===== config.mk =====
export PLATFORM = sky130hd
export DESIGN_NAME = uart_rx
export DESIGN_NICKNAME = d
export VERILOG_FILES = /design/src/rtl/uart_pkg.sv /design/src/rtl/uart_rx_tick_gen.sv /design/src/rtl/uart_rx.sv
export SDC_FILE = /design/constraint.sdc
export NUM_CORES = 1
export LEC_CHECK = 0
export ABC_AREA = 1
export BUFFER_PORTS_ARGS = -buffer_cell sky130_fd_sc_hd__buf_2
export CAP_MARGIN = 20
export CORE_MARGIN = 2
export CORE_UTILIZATION = 50
export DETAILED_ROUTE_END_ITERATION = 10
export GPL_TIMING_DRIVEN = 1
export PLACE_DENSITY_LB_ADDON = 0.3
export SLEW_MARGIN = 5
export SYNTH_ARGS = -nofsm -noshare
export SYNTH_HDL_FRONTEND = slang
export SYNTH_SLANG_ARGS = --single-unit

===== constraint.sdc =====
create_clock -name clk -period 2 [get_ports clk]
set_clock_uncertainty 0.15 [all_clocks]
set_input_delay 0.4 -clock clk [delete_from_list [all_inputs] [get_ports clk]]
set_output_delay 0.4 -clock clk [all_outputs]
set_load 0.03 [all_outputs]

===== src/rtl/uart_pkg.sv =====
// uart_pkg: shared UART types and helpers for the Rx and Tx paths.
//   rx_state_t  - receiver FSM state (IDLE, START, DATA, STOP)
//   tick_div()  - clocks per oversample tick, integer floor
package uart_pkg;

    typedef logic [1:0] rx_state_t;

    localparam rx_state_t IDLE  = 2'd0;
    localparam rx_state_t START = 2'd1;
    localparam rx_state_t DATA  = 2'd2;
    localparam rx_state_t STOP  = 2'd3;

    function automatic int tick_div(input int clk_hz, input int baud, input int os);
        return clk_hz / (baud * os);
    endfunction

endpackage


===== src/rtl/uart_rx_tick_gen.sv =====
// uart_rx_tick_gen: oversample tick divider with synchronous phase clear.
//   clk  in  system clock
//   rst  in  synchronous reset, active high
//   clr  in  restart the count at 0 (aligns the sampling phase to the start edge)
//   tick out 1-cycle pulse every DIV clocks
module uart_rx_tick_gen #(
    parameter int DIV = 54
) (
    input  logic clk,
    input  logic rst,
    input  logic clr,
    output logic tick
);

    localparam int W = $clog2(DIV + 1);

    logic [W-1:0] cnt;

    assign tick = cnt == W'(DIV - 1);

    always_ff @(posedge clk)
        cnt <= (rst || clr || tick) ? '0 : cnt + 1'b1;

endmodule


===== src/rtl/uart_rx.sv =====
// uart_rx: 16x-oversampling 8N1 UART receiver, LSB first.
//   clk        in   system clock
//   rst        in   synchronous reset, active high
//   rx         in   serial line, asynchronous, idle high
//   rx_data    out  last correctly received byte
//   rx_valid   out  1-cycle pulse, rx_data just updated
//   frame_err  out  1-cycle pulse, stop bit sampled low
//   busy       out  frame in progress
module uart_rx
    import uart_pkg::*;
#(
    parameter int CLK_HZ     = 100_000_000,
    parameter int BAUD       = 115_200,
    parameter int OVERSAMPLE = 16,
    parameter int DATA_BITS  = 8
) (
    input  logic                 clk,
    input  logic                 rst,
    input  logic                 rx,
    output logic [DATA_BITS-1:0] rx_data,
    output logic                 rx_valid,
    output logic                 frame_err,
    output logic                 busy
);

    localparam int TICK_DIV = tick_div(CLK_HZ, BAUD, OVERSAMPLE);
    localparam int SW       = $clog2(OVERSAMPLE);
    localparam int BW       = $clog2(DATA_BITS + 1);

    logic                 rx_m, rx_s, rx_d;
    rx_state_t            state;
    logic [SW-1:0]        s_cnt;
    logic [BW-1:0]        b_cnt;
    logic [DATA_BITS-1:0] shreg;
    logic                 tick, start_edge, s_mid, s_last, b_last;

    // Only a fresh falling edge starts a frame, so a line stuck low never re-triggers.
    assign start_edge = state == IDLE && rx_d && !rx_s;
    assign s_mid      = s_cnt == SW'(OVERSAMPLE / 2 - 1);
    assign s_last     = s_cnt == SW'(OVERSAMPLE - 1);
    assign b_last     = b_cnt == BW'(DATA_BITS - 1);
    assign busy       = state != IDLE;

    uart_rx_tick_gen #(.DIV(TICK_DIV)) u_tick (
        .clk  (clk),
        .rst  (rst),
        .clr  (start_edge),
        .tick (tick)
    );

    always_ff @(posedge clk) begin
        if (rst) begin
            rx_m      <= 1'b1;
            rx_s      <= 1'b1;
            rx_d      <= 1'b1;
            state     <= IDLE;
            s_cnt     <= '0;
            b_cnt     <= '0;
            shreg     <= '0;
            rx_data   <= '0;
            rx_valid  <= 1'b0;
            frame_err <= 1'b0;
        end else begin
            rx_m      <= rx;
            rx_s      <= rx_m;
            rx_d      <= rx_s;
            rx_valid  <= 1'b0;
            frame_err <= 1'b0;
            case (state)
                IDLE: if (start_edge) begin
                    state <= START;
                    s_cnt <= '0;
                end
                // Mid start bit: a high line here means the edge was a glitch.
                START: if (tick) begin
                    if (s_mid) begin
                        state <= rx_s ? IDLE : DATA;
                        s_cnt <= '0;
                        b_cnt <= '0;
                    end else begin
                        s_cnt <= s_cnt + 1'b1;
                    end
                end
                DATA: if (tick) begin
                    if (s_last) begin
                        shreg <= {rx_s, shreg[DATA_BITS-1:1]};
                        s_cnt <= '0;
                        b_cnt <= b_last ? '0 : b_cnt + 1'b1;
                        state <= b_last ? STOP : DATA;
                    end else begin
                        s_cnt <= s_cnt + 1'b1;
                    end
                end
                // Leaving at mid stop bit leaves half a bit to catch a back-to-back start edge.
                STOP: if (tick) begin
                    if (s_last) begin
                        state     <= IDLE;
                        s_cnt     <= '0;
                        rx_valid  <= rx_s;
                        frame_err <= !rx_s;
                        rx_data   <= rx_s ? shreg : rx_data;
                    end else begin
                        s_cnt <= s_cnt + 1'b1;
                    end
                end
                default: state <= IDLE;
            endcase
        end
    end

endmodule

# Word level (Yosys, flattened, before mapping)
# Cells that the tools add are included.
dict set report word_totals {
  inputBits 3
  reg_bits 37
}
dict set report op_classes {
  n_eq_ne 15
  reduce_logical 15
  bitwise 3
  mux 22
  addsub 3
}
# op count
set ops {}
lappend ops {{two-way mux 4 bit} 10}
lappend ops {{two-way mux 2 bit} 8}
lappend ops {{case mux 4 bit (3 select lines)} 1}
lappend ops {{!= test 2 x 1 -> 1 bit (second input constant)} 5}
lappend ops {{adder 4 x 1 -> 4 bit (second input constant)} 2}
lappend ops {{== test 4 x 3 -> 1 bit (second input constant)} 2}
lappend ops {{case mux 2 bit (4 select lines)} 1}
lappend ops {{case mux 4 bit (2 select lines)} 1}
lappend ops {{AND reduction 7 bit} 1}
lappend ops {{adder 6 x 1 -> 6 bit (second input constant)} 1}
lappend ops {{== test 6 bit (second input constant)} 1}
lappend ops {{!= test 2 bit (second input constant)} 3}
lappend ops {{AND reduction 3 bit} 2}
lappend ops {{AND reduction 5 bit} 1}
lappend ops {{== test 2 bit (second input constant)} 2}
lappend ops {{== test 4 bit (second input constant)} 1}
lappend ops {{AND reduction 4 bit} 1}
lappend ops {{nonzero test 2 bit} 2}
lappend ops {{OR reduction 4 bit} 1}
lappend ops {{inverter 1 bit} 3}
lappend ops {{== test 2 x 1 -> 1 bit (second input constant)} 1}
lappend ops {{logical AND 1 bit} 2}
lappend ops {{logical NOT 2 bit} 1}
lappend ops {{logical OR 1 bit} 2}
lappend ops {{3 further kinds} 3}

# Longest topological paths before layout
# Gate-level depths: netlist of the first run.
dict set report depth {
  word_depth 5
  ltp_mapped 11
  mapped_depth_nobuf 11
}

# Hierarchy
# From an unflattened synthesis of the first run, not the netlist that was laid out.
dict set report unflattened {
  hier_cells 215
  hier_area_um2 1587.8
}
# mod seq_area_each_um2 cells_each instances area_per_inst_um2
set by_module_without_submodules {}
lappend by_module_without_submodules {uart_rx 620.6 181 1 1312.5}
lappend by_module_without_submodules {uart_rx_tick_gen 120.1 34 1 275.3}

# Least setup slack after synthesis of the first run
# No wires, ideal clock.
dict set report synth_path {
  path_type {register -> register}
  startpoint {reg s_cnt[0]}
  endpoint {reg with a tool-made name}
  path_stages_with_launch 9
  setup_ns 0.112
  t_required_ns 1.738
  arrival_ns 1.172
  period_less_slack_ns 1.434
  n_path_buf 0
  path_slack_ns 0.566
  path_cell_list {dfxtp_1 > ha_1 > nand2_1 > o21ai_2 > nand3_1 > nor2_1 > nand2_1 > nand2_1 > nand2_1}
}
# element line_no
set synth_rtl {}
lappend synth_rtl {{from (decl)} uart_rx.sv:32} ;# logic [SW-1:0] s_cnt;
lappend synth_rtl {{from (signal assigned)} uart_rx.sv:81} ;# s_cnt <= s_cnt + 1'b1;
lappend synth_rtl {{from (signal assigned)} uart_rx.sv:91} ;# s_cnt <= s_cnt + 1'b1;
lappend synth_rtl {{from (signal assigned)} uart_rx.sv:103} ;# s_cnt <= s_cnt + 1'b1;

==> out/qor.txt, run 1 <==
Status = finished, final reports clean
Setup TNS = 0 ns
DP Wirelength = 2100 µm
Clk root buf = clkbuf_4
Startpoint of the worst hold path = rx
Inserted Clock Buffers = 5
Post-Syn Area per Cell = 7.16 µm²
Most frequent cells after synthesis = 61 x nor2_1, 39 x nand2_1, 37 x dfxtp_1
Final setup fails = 0
Layout Cells excl Fill = 284
CP Launch Type = register
Post-synth top flop = dfxtp_1
Achievable frequency = 535 MHz
Total track usage = 19.3%
Crit path max-delay family = flip-flops
Critical Setup Path Class = reg2out
Htree depth = 2
Hold Vio Cnt, Final = 0
Rel. slew slack = 77.8%
Count leader, synth = nor2_1
R2R Path Start = s_cnt[0]$_SDFFE_PP0P_
Slowest stage cell on the critical path = dfxtp_1
Initial antenna violation count = 0
Port bufs = 13
Mapped cell area = 1590 µm²
CP Buf/Inv Count = 2
GPL Wtd Cong = 0.843
R2R Path End = rx_data[3]$_SDFFE_PP0P_
Fin crit share = 93.4%
CTS clock-pin slew for the worst setup and hold paths = 0.09 ns
Tmin final = 1.87 ns
Ant diodes = 0
Die area = 3650 µm²
Max IR drop VDD = 0.499 mV
Die height = 60.4 µm
FF-to-FF path depth = 6
Hold path depth = 2
Total grt overflow = 0
Largest net degree at the start of global routing = 13
Min-Delay Path Class = in2reg
Die Wd = 60.4 µm
DR vias/cell = 4.79
Hold-fix buffers, CTS = 0
I/O pin total = 14
Register area = 741 µm²
R2R Setup Slk = 0.31 ns
Synth warnings = 0
1st-iter DRT viols = 57
Crit path max fanout = 6
Cells after Synth = 222
Worst-Margin Slew = 0.333 ns
CTS tree = done
CTS Buffer Depth = 2
CP max stage delay = 0.37 ns
DR pass1 iterations = 4
Critical path cell sequence = nor2_2 > inv_1 > buf_2
FF+latch count, synth = 37
Initial Utilization = 52.5%
Nets = 247
Endpoint class of the critical path = primary output
Site Rows = 20
RSZ-0062 raised after global routing = no
Core box area = 3030 µm²
Post-CTS setup buffers = 0
Vias post-DR = 1,361
Share of cells above drive strength 1 = 14.6%
PwrDens = 841 nW/µm²
Critical path required time = 1.45 ns
First-pass GRT wire length = 5130 µm
DRC Markers = 0
Post_cts resized = 0
Synth top area share = 46.6%
Max cap viols = 0
Number of global-route vias before repair = 1,238
Final antenna-violating net count = 0
Post-synthesis sequential area ratio = 46.6%
Area leader, netlist = dfxtp_1
Top cells by area, synth = dfxtp_1 47%, nor2_1 14%, nand2_1 9.2%, o21ai_0 5.7%, inv_1 4.7%
Wire length after detailed routing = 2900 µm
Area growth syn-to-layout = 11.6%
Final Util = 58.6%
Post-synth EDFFs = 0
Fin. max-slew vios = 0
Async S/R FF share, synth = 0%
Crit path DAT = 1.32 ns
Area of the multi-input gates = 752 µm²
Routed len/inst = 10.2 µm
Skew-Pair Late Insertion Delay = 0.34 ns
Distinct cells, synth = 22
Syn_nets = 229
Fillers = 309
# placed instances = 277
Clk sinks = 37
Hold Path End = rx_m$_SDFF_PP1_
Leak = 0.784 nW
==> worst max-delay path by stage <==
| stage | from | to | slack, ns | depth (start not counted) |
|---|---|---|---|---|
| finish | register | busy | 0.13 | 3 |
| global placement | s_cnt[0]$_SDFFE_PP0P_ | rx_data[1]$_SDFFE_PP0P_ | 0.38 | 6 |
| detailed placement | s_cnt[0]$_SDFFE_PP0P_ | rx_data[1]$_SDFFE_PP0P_ | 0.32 | 6 |
| floorplan | s_cnt[0]$_SDFFE_PP0P_ | register | 0.57 | 8 |
| CTS | register | busy | 0.13 | 3 |
| global route | s_cnt[0]$_SDFFE_PP0P_ | rx_data[6]$_SDFFE_PP0P_ | 0.04 | 6 |
==> report_power, final <==
part	switching [mW]	total (mW)	internal [mW]
Clock	0.240	0.494	0.254
Combinational	0.144	0.214	0.0694
Sequential	0.0235	0.786	0.762
==> kinds of logic after synthesis <==
logic type | share of synthesized area, %
AO/OA/AOI/OAI | 9.91
XOR/XNOR | 1.10
adder cells (fa/ha/maj) | 3.15
buffers and inverters | 6.14
flip-flops | 46.6
AND/OR/NAND/NOR | 33.1
==> registers in the layout, indices dropped and copies added (netlist names), 4 cells and up, named ones only <==
register and cells:
shreg 8, s_cnt 4, u_tick.cnt 6, b_cnt 4, rx_data 8
==> layer usage <==
metal	up-vias	GRT usage, %	routed length [µm]
met4	0	9.52	46
met2	28	30.4	1270
met5	-	0	0
met1	594	24.6	1440
li1	734	-	-
met3	5	5.12	140
==> layout make-up <==
cell class              instances  share of cell area, %
clock buffers                   5                   2.11
well taps                      44                   3.10
multi-input cells             160                   42.4
clock inverters                 2                   1.97
flip-flops and latches         37                   41.7
inverters                      22                   4.65
repair buffers                 14                   4.09
==> worst register-to-register path: stages (launching register included) <==
cell	delay (ns)
dfxtp_1	0.37
ha_1	0.20
nand3_1	0.15
nor2_1	0.20
nand3_1	0.24
o21ai_0	0.23
nor2_1	0.05
==> stage by stage <==
step / hold WS, ns / worst slack [ns] / area, µm² / total power, mW
2_1_floorplan: 0.239 / 0.566 / 1590 / 0.973
3_3_place_gp: 0.245 / 0.380 / 1700 / 1.01
3_5_place_dp: 0.249 / 0.316 / 1700 / 1.02
4_1_cts: 0.0849 / 0.133 / 1780 / 1.51
5_1_grt: 0.0784 / 0.0386 / 1780 / 1.58
6_report: 0.0941 / 0.132 / 1780 / 1.49
==> layout by cell type (no fill, tap or decap), drive strengths merged, types with 4 or more instances in the layout <==
cell / synthesis / layout
ha: 4 / 4
a21oi: 7 / 7
nor2: 64 / 64
inv: 22 / 22
nand2: 41 / 41
o21ai: 21 / 21
buf: 0 / 14
nand3: 13 / 13
dfxtp: 37 / 37
clkbuf: 3 / 5
(Power assumes the default switching activity.)
==> inputs of run 2 (changes only) <==
CELL_PAD_IN_SITES_DETAIL_PLACEMENT = 1   (was not set)
CELL_PAD_IN_SITES_GLOBAL_PLACEMENT = 1   (was not set)
CORE_UTILIZATION = 42   (was 50)
SYNTH_HIERARCHICAL = 1   (was not set)
==> out/qor.txt, run 2 <==
Post-synthesis sequential area ratio = 46.7% (was 46.6%)
Crit path max fanout = 7 (was 6)
Area leader, netlist = dfxtp_1 (unchanged)
Top cells by area, synth = dfxtp_1 47%, nand2_1 11%, nor2_1 9.5%, a21oi_1 6.3%, nand3_1 4.4% (was dfxtp_1 47%, nor2_1 14%, nand2_1 9.2%, o21ai_0 5.7%, inv_1 4.7%)
Cells after Synth = 215 (was 222)
Htree depth = 2 (unchanged)
Largest net degree at the start of global routing = 22 (was 13)
Achievable frequency = 544 MHz (was 535 MHz)
Hold Vio Cnt, Final = 0 (unchanged)
Max IR drop VDD = 0.403 mV (was 0.499 mV)
Fin. max-slew vios = 0 (unchanged)
Mapped cell area = 1590 µm² (about the same)
Status = finished, final reports clean (unchanged)
Routed len/inst = 12.7 µm (was 10.2 µm)
Count leader, synth = nand2_1 (was nor2_1)
Endpoint class of the critical path = register (was primary output)
Port bufs = 13 (unchanged)
DP Wirelength = 2610 µm (was 2100 µm)
Worst-Margin Slew = 0.388 ns (was 0.333 ns)
Post_cts resized = 0 (unchanged)
Biggest regs = rx_data x8, shreg x8, u_tick/cnt x6 (was rx_data x8, shreg x8, u_tick.cnt x6)
Initial Utilization = 43.4% (was 52.5%)
Clk root buf = clkbuf_8 (was clkbuf_4)
Wire length after detailed routing = 3580 µm (was 2900 µm)
Leak = 0.783 nW (was 0.784 nW)
Synth top area share = 46.7% (was 46.6%)
First-pass GRT wire length = 6330 µm (was 5130 µm)
Total grt overflow = 0 (unchanged)
Fin crit share = 92.0% (was 93.4%)
Post-synth top flop = dfxtp_1 (unchanged)
Ant diodes = 0 (unchanged)
Crit path DAT = 1.91 ns (was 1.32 ns)
Number of global-route vias before repair = 1,416 (was 1,238)
DR vias/cell = 4.98 (was 4.79)
Area growth syn-to-layout = 13.3% (was 11.6%)
Clk sinks = 37 (unchanged)
DRC Markers = 0 (unchanged)
Commonest non-fill, non-tap cell in the layout = nand2_1 (was nor2_1)
Vias post-DR = 1,408 (was 1,361)
Core box area = 3660 µm² (was 3030 µm²)
Placement-stage cell area = 1700 µm² (about the same)
I/O pin total = 14 (unchanged)
Most frequent cells after synthesis = 46 x nand2_1, 40 x nor2_1, 37 x dfxtp_1 (was 61 x nor2_1, 39 x nand2_1, 37 x dfxtp_1)
Final setup fails = 0 (unchanged)
CTS tree = done (unchanged)
FF+latch count, synth = 37 (unchanged)
Synth warnings = 6 (was 0)
Die area = 4290 µm² (was 3650 µm²)
Min-Delay Path Class = in2reg (unchanged)
Setup TNS = 0 ns (unchanged)
Die height = 65.5 µm (was 60.4 µm)
Async S/R FF share, synth = 0% (unchanged)
PwrDens = 732 nW/µm² (was 841 nW/µm²)
Final antenna-violating net count = 0 (unchanged)
Final Instance Area = 1800 µm² (was 1780 µm²)
CTS Buffer Depth = 2 (unchanged)
Total track usage = 19.4% (was 19.3%)
Initial antenna violation count = 0 (unchanged)
CP Launch Type = register (unchanged)
Critical path required time = 2.07 ns (was 1.45 ns)
Most frequent cells in the layout = 46 x nand2_1, 40 x nor2_1, 37 x dfxtp_1 (was 61 x nor2_1, 39 x nand2_1, 37 x dfxtp_1)
1st-iter DRT viols = 36 (was 57)
Max cap viols = 0 (unchanged)
Tmin final = 1.84 ns (was 1.87 ns)
R2R Setup Slk = 0.16 ns (was 0.31 ns)
Distinct cells, synth = 25 (was 22)
Post-Syn Area per Cell = 7.38 µm² (was 7.16 µm²)
Site Rows = 22 (was 20)
Inserted Clock Buffers = 5 (unchanged)
Die Wd = 65.5 µm (was 60.4 µm)
Critical Setup Path Class = reg2reg (was reg2out)
Nets = 241 (was 247)
Skew-Pair Late Insertion Delay = 0.29 ns (was 0.34 ns)
CTS clock-pin slew for the worst setup and hold paths = 0.08 ns (was 0.09 ns)
DR pass1 iterations = 4 (unchanged)
GPL Wtd Cong = 0.849 (was 0.843)
Post-synth EDFFs = 0 (unchanged)
Share of cells above drive strength 1 = 15.7% (was 14.6%)
Rel. slew slack = 74.1% (was 77.8%)
Syn_nets = 222 (was 229)
RSZ-0062 raised after global routing = no (unchanged)
==> run 2: cell types whose count changed in the layout (fill, tap and decap cells not counted), moves of 4 or more <==
cell      change
clkbuf_8      +5
a21oi_1      +13
clkbuf_4      -5
nand2_1       +7
o21ai_0      -11
nor2_1       -21
o21ai_1       +4
==> run 2: critical path: stages, from the launching register on <==
cell and delay, ns:
dfxtp_1 0.42, ha_1 0.19, nand3_2 0.09, inv_1 0.16
nand2_1 0.11, nor3_4 0.28, buf_4 0.19, nand2_1 0.05
a21oi_1 0.15
==> run 2: final timing paths <==
path / start / endpoint / cells after the start
setup reg to reg: u_tick/cnt[0]$_SDFF_PP0_ / rx_data[1]$_SDFFE_PP0P_ / 8
setup / recovery: u_tick/cnt[0]$_SDFF_PP0_ / rx_data[1]$_SDFFE_PP0P_ / 8
hold reg to reg: rx_m$_SDFF_PP1_ / rx_s$_SDFF_PP1_ / 1
hold / removal: rx / rx_m$_SDFF_PP1_ / 2
==> run 2: report_power, final <==
group / total [mW] / internal (mW) / switching (mW) / leakage [nW]
Combinational: 0.0590 / 0.0190 / 0.0399 / 0.440
Clock: 0.503 / 0.240 / 0.263 / 0.0439
Sequential: 0.756 / 0.746 / 0.00949 / 0.299
==> run 2: what timing repair did <==
item                       in CTS  in global routing
hold endpoints to repair        0                  0
buffers inserted                0                  2
setup endpoints to repair       0                  8
hold buffers                    0                  0
==> run 2: metal layers <==
| metal | GRT usage [%] | vias up | wire (µm) | part of all wire [%] |
|---|---|---|---|---|
| li1 | - | 724 | - | - |
| met1 | 23.8 | 647 | 1720 | 48 |
| met2 | 30.6 | 26 | 1670 | 47 |
| met3 | 5.99 | 11 | 97 | 2.7 |
| met4 | 9.90 | 0 | 95 | 2.7 |
| met5 | 0 | - | 0 | 0 |
==> run 2: cell families after synthesis <==
family,synth area share [%]
adder cells (fa/ha/maj),3.15
XOR/XNOR,1.66
AND/OR/NAND/NOR,31.8
flip-flops,46.7
AO/OA/AOI/OAI,10.2
buffers and inverters,6.46
==> run 2: per-stage QoR <==
stage | hold WS (ns) | setup WS [ns] | instances | util (%) | power, mW
final | 0.144 | 0.161 | 283 | 49.1 | 1.32
after global routing | 0.144 | 0.00652 | 283 | 49.1 | 1.38
after CTS | 0.134 | 0.0410 | 281 | 48.7 | 1.34
after detailed placement | 0.261 | 0.0568 | 273 | 46.4 | 0.832
after global placement | 0.241 | 0.166 | 273 | 46.4 | 0.829
after floorplan | 0.239 | 0.354 | 215 | - | 0.813
==> run 2: layout make-up <==
class                           count  area [µm²]
Fill cell                         489        1860
Multi-Input combinational cell    153         744
Sequential cell                    37         741
Timing Repair Buffer               16        87.6
Inverter                           21        80.1
Clock buffer                        5        68.8
Tap cell                           48        60.1
Clock inverter                      3        17.5
==> inputs of run 3 (changes only) <==
CORE_MARGIN = not set   (was 2)
GPL_ROUTABILITY_DRIVEN = 0   (was not set)
==> out/qor.txt, run 3 (synthesized netlist as in run 2, its figures left out) <==
Status = finished, final reports clean (unchanged)
Port bufs = 13 (unchanged)
Worst-Margin Slew = 0.408 ns (was 0.388 ns)
Achievable frequency = 550 MHz (was 544 MHz)
FF-to-FF path depth = 7 (was 8)
Fin crit share = 91.0% (was 92.0%)
First-pass GRT wire length = 6470 µm (was 6330 µm)
PwrDens = 770 nW/µm² (was 732 nW/µm²)
Vias post-DR = 1,407 (was 1,408)
DR pass1 iterations = 4 (unchanged)
CP max stage delay = 0.41 ns (was 0.42 ns)
Initial Utilization = 45.8% (was 43.4%)
Max IR drop VDD = 0.381 mV (was 0.403 mV)
Critical Setup Path Class = reg2reg (unchanged)
R2R Path End = b_cnt[1]$_SDFFE_PP0P_ (was rx_data[1]$_SDFFE_PP0P_)
Htree depth = 2 (unchanged)
Critical path required time = 2.06 ns (was 2.07 ns)
DRC Markers = 0 (unchanged)
Area growth syn-to-layout = 13.2% (was 13.3%)
Hold Path End = rx_m$_SDFF_PP1_ (unchanged)
Crit path max fanout = 14 (was 7)
Total track usage = 20.9% (was 19.4%)
Tmin final = 1.82 ns (was 1.84 ns)
Largest net degree at the start of global routing = 22 (unchanged)
Fin. max-slew vios = 0 (unchanged)
Wire length after detailed routing = 3580 µm (about the same)
Layout Cells excl Fill = 279 (was 283)
Inserted Clock Buffers = 5 (unchanged)
Site Rows = 21 (was 22)
Share of cells above drive strength 1 = 15.0% (was 15.7%)
Die area = 4030 µm² (was 4290 µm²)
Routed len/inst = 12.8 µm (was 12.7 µm)
Skew-Pair Late Insertion Delay = 0.29 ns (about the same)
1st-iter DRT viols = 76 (was 36)
Initial antenna violation count = 0 (unchanged)
Crit path DAT = 1.88 ns (was 1.91 ns)
Final setup fails = 0 (unchanged)
Min-Delay Path Class = in2reg (unchanged)
DR vias/cell = 5.04 (was 4.98)
Total grt overflow = 0 (unchanged)
Hold Vio Cnt, Final = 0 (unchanged)
Leak = 0.782 nW (was 0.783 nW)
R2R Path Start = s_cnt[0]$_SDFFE_PP0P_ (was u_tick/cnt[0]$_SDFF_PP0_)
Slowest stage cell on the critical path = dfxtp_1 (unchanged)
Biggest regs = rx_data x8, shreg x8, u_tick/cnt x6 (unchanged)
Endpoint class of the critical path = register (unchanged)
CP Buf/Inv Count = 2 (unchanged)
Crit path max-delay family = simple AND/OR/NAND/NOR gates (unchanged)
Rel. slew slack = 72.8% (was 74.1%)
Die Wd = 63.5 µm (was 65.5 µm)
Number of global-route vias before repair = 1,463 (was 1,416)
Die height = 63.5 µm (was 65.5 µm)
Final antenna-violating net count = 0 (unchanged)
Commonest non-fill, non-tap cell in the layout = nand2_1 (unchanged)
Critical path cell sequence = ha_1 > nand3_2 > clkinv_1 > nand3_2 > clkinv_2 > nand2_1 > a21oi_1 (was ha_1 > nand3_2 > inv_1 > nand2_1 > nor3_4 > buf_4 > nand2_1 > a21oi_1)
I/O pin total = 14 (unchanged)
CTS tree = done (unchanged)
RSZ-0062 raised after global routing = no (unchanged)
Clk sinks = 37 (unchanged)
Ant diodes = 0 (unchanged)
CTS clock-pin slew for the worst setup and hold paths = 0.07 ns (was 0.08 ns)
Hold path depth = 2 (unchanged)
CP Launch Type = register (unchanged)
Setup TNS = 0 ns (unchanged)
Max cap viols = 0 (unchanged)
Final Util = 51.8% (was 49.1%)
Clk root buf = clkbuf_8 (unchanged)
Hold-fix buffers, CTS = 0 (unchanged)
R2R Setup Slk = 0.18 ns (was 0.16 ns)
Core box area = 3470 µm² (was 3660 µm²)
Startpoint of the worst hold path = rx (unchanged)
Most frequent CP cell = nand3_2 (was nand2_1)
Most frequent cells in the layout = 46 x nand2_1, 40 x nor2_1, 37 x dfxtp_1 (unchanged)
# placed instances = 271 (was 273)
CTS Buffer Depth = 2 (unchanged)
DP Wirelength = 2610 µm (about the same)
Nets = 239 (was 241)
run 3: changes by cell type in the layout (fill, tap and decap cells not counted), sizes merged:
| cell | before | now |
|---|---|---|
| buf | 16 | 14 |
| clkinvlp | 1 | 0 |
| clkbuf | 5 | 7 |
| clkinv | 4 | 3 |
run 3: stage by stage:
stage / hold slack, ns / cell area [µm²] / power (mW) / worst slack, ns
6_report: 0.145 / 1800 / 1.38 / 0.181
5_1_grt: 0.140 / 1800 / 1.45 / 0.0212
4_1_cts: 0.137 / 1800 / 1.40 / 0.116
3_5_place_dp: 0.246 / 1700 / 0.831 / 0.148
3_3_place_gp: 0.244 / 1700 / 0.830 / 0.220
2_1_floorplan: 0.239 / 1590 / 0.813 / 0.354
run 3: worst max-delay path by stage:
stage	from	end	slack [ns]	cells after the start
3_5_place_dp	u_tick/cnt[0]$_SDFF_PP0_	rx_data[5]$_SDFFE_PP0P_	0.15	8
2_1_floorplan	u_tick/cnt[0]$_SDFF_PP0_	rx_data[0]$_SDFFE_PP0P_	0.35	8
4_1_cts	u_tick/cnt[0]$_SDFF_PP0_	rx_data[5]$_SDFFE_PP0P_	0.12	8
6_report	s_cnt[0]$_SDFFE_PP0P_	b_cnt[1]$_SDFFE_PP0P_	0.18	7
3_3_place_gp	u_tick/cnt[0]$_SDFF_PP0_	rx_data[3]$_SDFFE_PP0P_	0.22	8
5_1_grt	u_tick/cnt[0]$_SDFF_PP0_	rx_data[3]$_SDFFE_PP0P_	0.02	8
run 3: layout make-up:
type,count,area (µm²)
clock buffer,7,96.3
clock inverter,1,5.00
fill,470,1670
inverter,21,80.1
multi-input combinational,153,744
sequential,37,741
tap,46,57.6
timing repair buffer,14,72.6
run 3: routing by layer:
layer	part of all wire [%]	GRT usage, %	routed length, µm	vias to the layer above
met4	2.3	9.66	84	0
met3	2.8	4.89	100	10
met2	47	34.8	1670	18
met5	0	0	0	-
li1	-	-	-	721
met1	48	25.3	1730	658
run 3: timing repair:
item,in CTS,in global routing
resized for setup,0,0
endpoints found under the setup margin,0,8
buffers inserted,0,0
run 3: report_power, final:
group | leakage [nW] | internal, mW | switching [mW]
clock network | 0.0542 | 0.311 | 0.258
registers | 0.299 | 0.746 | 0.00947
logic | 0.429 | 0.0192 | 0.0386
